$ cat src/rtl/wide_add_pkg.sv
// Shared definitions for the slice-serial wide adder: FSM encoding and default geometry.
package wide_add_pkg;

  typedef enum logic [1:0] {
    IDLE = 2'd0,
    RUN  = 2'd1,
    DONE = 2'd2
  } state_t;

  localparam int N_DEFAULT     = 32;
  localparam int WORDS_DEFAULT = 4;

endpackage

$ cat src/rtl/NbitAdder.sv
// N-bit ripple adder slice with carry in/out.
// Latency: combinational. Backpressure: none.
module NbitAdder #(
  parameter int N = 32
) (
  input  logic [N-1:0] a,
  input  logic [N-1:0] b,
  input  logic         c_in,
  output logic [N-1:0] sum,
  output logic         c_out
);

  assign {c_out, sum} = {1'b0, a} + {1'b0, b} + {{N{1'b0}}, c_in};

endmodule

$ cat src/rtl/wide_add_seq.sv
// Wide adder computed one N-bit slice per cycle through a single shared NbitAdder.
// Latency: done in cycle WORDS+1 after start; start is ignored while busy.
module wide_add_seq
  import wide_add_pkg::*;
#(
  parameter int N     = N_DEFAULT,
  parameter int WORDS = WORDS_DEFAULT
) (
  input  logic                 clk,
  input  logic                 rst,
  input  logic                 start,
  input  logic [N*WORDS-1:0]   a,
  input  logic [N*WORDS-1:0]   b,
  input  logic                 c_in,
  output logic                 busy,
  output logic                 done,
  output logic [N*WORDS-1:0]   sum,
  output logic                 c_out
);

  localparam int W  = N * WORDS;
  localparam int IW = (WORDS > 1) ? $clog2(WORDS) : 1;
  localparam logic [IW-1:0] LAST_IDX = IW'(WORDS - 1);

  state_t        state, state_nxt;
  logic [W-1:0]  a_w, b_w, work_sum, work_sum_nxt;
  logic          carry;
  logic [IW-1:0] idx;
  logic [N-1:0]  slice_sum;
  logic          slice_cout;
  logic          load, last;

  NbitAdder #(.N(N)) u_adder (
    .a     (a_w[idx*N +: N]),
    .b     (b_w[idx*N +: N]),
    .c_in  (carry),
    .sum   (slice_sum),
    .c_out (slice_cout)
  );

  assign load = start && (state != RUN);
  assign last = (idx == LAST_IDX);

  always_comb begin
    work_sum_nxt = work_sum;
    work_sum_nxt[idx*N +: N] = slice_sum;
  end

  always_comb begin
    state_nxt = state;
    busy      = 1'b0;
    done      = 1'b0;
    case (state)
      IDLE: if (start) state_nxt = RUN;
      RUN: begin
        busy = 1'b1;
        if (last) state_nxt = DONE;
      end
      DONE: begin
        done      = 1'b1;
        state_nxt = start ? RUN : IDLE;
      end
      default: state_nxt = IDLE;
    endcase
  end

  always_ff @(posedge clk) begin
    if (rst) begin
      state    <= IDLE;
      a_w      <= '0;
      b_w      <= '0;
      work_sum <= '0;
      carry    <= 1'b0;
      idx      <= '0;
      sum      <= '0;
      c_out    <= 1'b0;
    end else begin
      state <= state_nxt;
      if (load) begin
        a_w      <= a;
        b_w      <= b;
        carry    <= c_in;
        idx      <= '0;
        work_sum <= '0;
      end else if (state == RUN) begin
        work_sum <= work_sum_nxt;
        carry    <= slice_cout;
        // Index parks on the last slice; the FSM leaves RUN on the same edge.
        if (!last) begin
          idx <= idx + IW'(1);
        end else begin
          sum   <= work_sum_nxt;
          c_out <= slice_cout;
        end
      end
    end
  end

endmodule

$ cat config.mk
export PLATFORM = sky130hd
export DESIGN_NAME = wide_add_seq
export DESIGN_NICKNAME = d
export VERILOG_FILES = /design/src/rtl/wide_add_pkg.sv /design/src/rtl/NbitAdder.sv /design/src/rtl/wide_add_seq.sv
export SDC_FILE = /design/constraint.sdc
export NUM_CORES = 1
export LEC_CHECK = 0
export CORE_MARGIN = 2
export CORE_UTILIZATION = 54
export DETAILED_ROUTE_END_ITERATION = 10
export GPL_ROUTABILITY_DRIVEN = 0
export PLACE_DENSITY_LB_ADDON = 0.25
export SYNTH_ARGS = -nofsm -noshare
export SYNTH_HDL_FRONTEND = slang
export SYNTH_HIERARCHICAL = 1
export SYNTH_SLANG_ARGS = --single-unit
$ cat constraint.sdc
create_clock -name clk -period 5.01 [get_ports clk]
set_input_delay 1.503 -clock clk [delete_from_list [all_inputs] [get_ports clk]]
set_output_delay 1.503 -clock clk [all_outputs]
set_load 0.005 [all_outputs]
==> impl_metrics.ini <==
[run_status]
status = complete, no violations

[cts]
insertion_delay_ps = 610
postCtsHoldBufs = 0
clock_path_buffers = 3
cts_inserted_buffers = 52
cts_max_level = 2
clkTransAtPathRegs_ps = 60
cts_sinks = 518
cts_tree = done
root_buffer = clkbuf_16

[synth]
synthCells = 2608
synthTopCellsByArea = dfxtp_1 (44%), a21oi_1 (6.2%), mux4_2 (6.1%), o21ai_0 (5.6%), nand3_1 (5.5%)
ys_ff_latch = 518
synth_area_um2 = 23800
synth_nets = 2907
yosys-top-cells-count = dfxtp_1 (518), a21oi_1 (297), o21ai_0 (265)
ys_seq_area_frac = 0.435
synth_most_common_cell = dfxtp_1
synth_largest_area_cell = dfxtp_1
synth_top_area_frac = 0.435
synth_edf_count = 0
ys_types = 64
yosysWarningCount = 6
synthFlopType = dfxtp_1
synthArstFlopShare = 0
syn_area_per_cell_um2 = 9.13

[setup_path]
critPathMaxStageDelay_ps = 590
cp_cell_sequence = mux4_2 -> fa_1 -> fa_1 -> a21o_1 -> a221oi_1 -> o21a_1 -> a21oi_1 -> a21oi_1 -> o221ai_1 -> xor2_2 -> a41oi_1 -> a211oi_1
worstSetupPathType = register to register
worstPathArrival_ps = 5260
cp.buffers_inverters = 0
crit_path_start_kind = register
cpMaxStageDelayCell = a221oi_1
critPathMaxFanout = 8
crit_family = compound AO/OA/AOI/OAI gates
crit_path_end_kind = register
crit_required_ps = 5520

[placed_design]
dp_hpwl_um = 52100
dpl.cell_count = 3302
io_buffers = 390

[timing]
fin_skew_ps = 24.6
final_hold_viol_count = 0
slew_headroom = 0.104
hold_slack_ps = 457
worst_pin_slew_ps = 1340
tns_ps = 0
layout_min_cycle_time_ps = 4750
fin_crit_sh = 0.947
fmax_ghz = 0.211
setup_viol = 0
report.final.slew_viol_count = 0
rsz0062_at_grt = false

[route]
drtAntennaViolNets = 0
drc_errors = 0
drt_iter0_markers = 2828
first_pass_iters = 6
wirelength_um = 77300
via_count = 22200
viasPerCell = 6.52
routedWlPerCell_um = 22.7

[floorplanning]
dieArea_um2 = 45800
fp.dieH_um = 214
fp.dieW_um = 214
core_area_um2 = 43300
boundaryPins = 391
std_cell_rows = 76
start_util = 0.550

[power]
power_mw = 9.65
powerDensity_nw_per_um2 = 330
total_leakage_power_nw = 10.1
vdd_ir_drop_max_uv = 272

[global_routing]
grt_overflow = 0
grt_max_degree = 262
grt_pass1_vias = 20600
grtUsageTotal = 0.323
grt_antenna_before_repair = 2
grt_pass1_wl_um = 118000

[cells_and_area]
drive_gt1_frac = 0.0839
nNetsFinal = 3070
final_cells = 3399
areaGrowthSynthToFinish_pct = 22.6
fillers = 3415

[worst_hold_path]
hold_path_class = register to register

[flow_run]
cap_violations = 0
-- worst reg2reg max path: cells and delay by family (launching register included) --
kind / cells / cell delay, ps
AOI/OAI and AO/OA: 8 / 2360
xor gates and xnor gates: 1 / 410
adders and majority gates: 2 / 930
DFF: 1 / 410
muxes: 1 / 540
-- cell families (layout without fill, tap and decap cells) --
logic type,after synthesis,in the layout,share of synthesized area
AO/OA/AOI/OAI,975,975,0.268
AND/OR/NAND/NOR,627,627,0.133
flip-flops,518,518,0.435
buffers and inverters,352,556,0.0700
multiplexers,66,66,0.0614
adder cells (fa/ha/maj),39,39,0.0211
XOR/XNOR,31,31,0.0114
other,0,2,0
-- routing by layer --
metal / wire length [um] / GRT usage / vias to the layer above
met2: 36000 / 0.518 / 1178
li1: - / - / 10100
met4: 4400 / 0.174 / 0
met5: 0 / 0 / -
met1: 30500 / 0.420 / 10700
met3: 6330 / 0.0500 / 215
-- cell usage in the layout, fill, tap and decap left out, types with 13 or more instances in the layout --
master,n
a32oi_1,32
xnor2_1,16
clkbuf_1,17
nand2_1,19
clkdlybuf4s50_1,388
mux4_2,64
clkbuf_8,14
nor2_1,177
clkbuf_16,54
nand3_1,262
nor3_1,27
a21o_1,18
ha_1,34
xor2_1,13
a32o_1,96
nor2b_1,97
dfxtp_1,516
buf_4,47
o21ai_0,265
a221oi_1,33
a41oi_1,94
a21oi_1,297
a211oi_1,100
-- metrics by stage --
step | util | setup slack [ps] | instance area [um^2]
after floorplan | - | 577 | 23800
after global placement | 0.634 | 352 | 27400
after detailed placement | 0.634 | 280 | 27400
after CTS | 0.674 | 247 | 29200
after global routing | 0.675 | 114 | 29200
final | 0.675 | 264 | 29200
-- state kept, by name, indices dropped and copies added, names as in the netlist --
register and cells:
state 2, sum 128, work_sum 128, a_w 128, carry 1, idx 2
c_out 1, b_w 128
-- what timing repair did --
| action | 4_1_cts | 5_1_grt |
|---|---|---|
| endpoints found under the hold margin | 0 | 0 |
| buffers inserted | 0 | 0 |
| endpoints found under the setup margin | 0 | 10 |
| resized for setup | 0 | 4 |
-- worst paths after layout --
path	start	to	slack, ps	cells past startpoint
max	idx[0]	sum[126]	260	12
min	work_sum[100]	work_sum[100]	460	1
max reg2reg	idx[0]	sum[126]	260	12
min reg2reg	work_sum[100]	work_sum[100]	460	1
-- where the power goes --
group / internal (mW) / switching [mW]
registers: 4.26 / 0.0883
logic: 0.522 / 0.880
clock network: 2.27 / 1.63
total: 7.05 / 2.60
-- final cells by class --
class                           count  area (um^2)  share of cell area
Antenna cell                        2         5.00            0.000171
Clock buffer                       84         1590              0.0546
Clock inverter                     11          124             0.00424
Inverter                           15         66.3             0.00227
Multi-Input combinational cell   1738        11900               0.406
Sequential cell                   518        10400               0.355
Tap cell                          585          732              0.0251
Timing Repair Buffer              446         4450               0.152
Power figures use the tool's default switching activity.
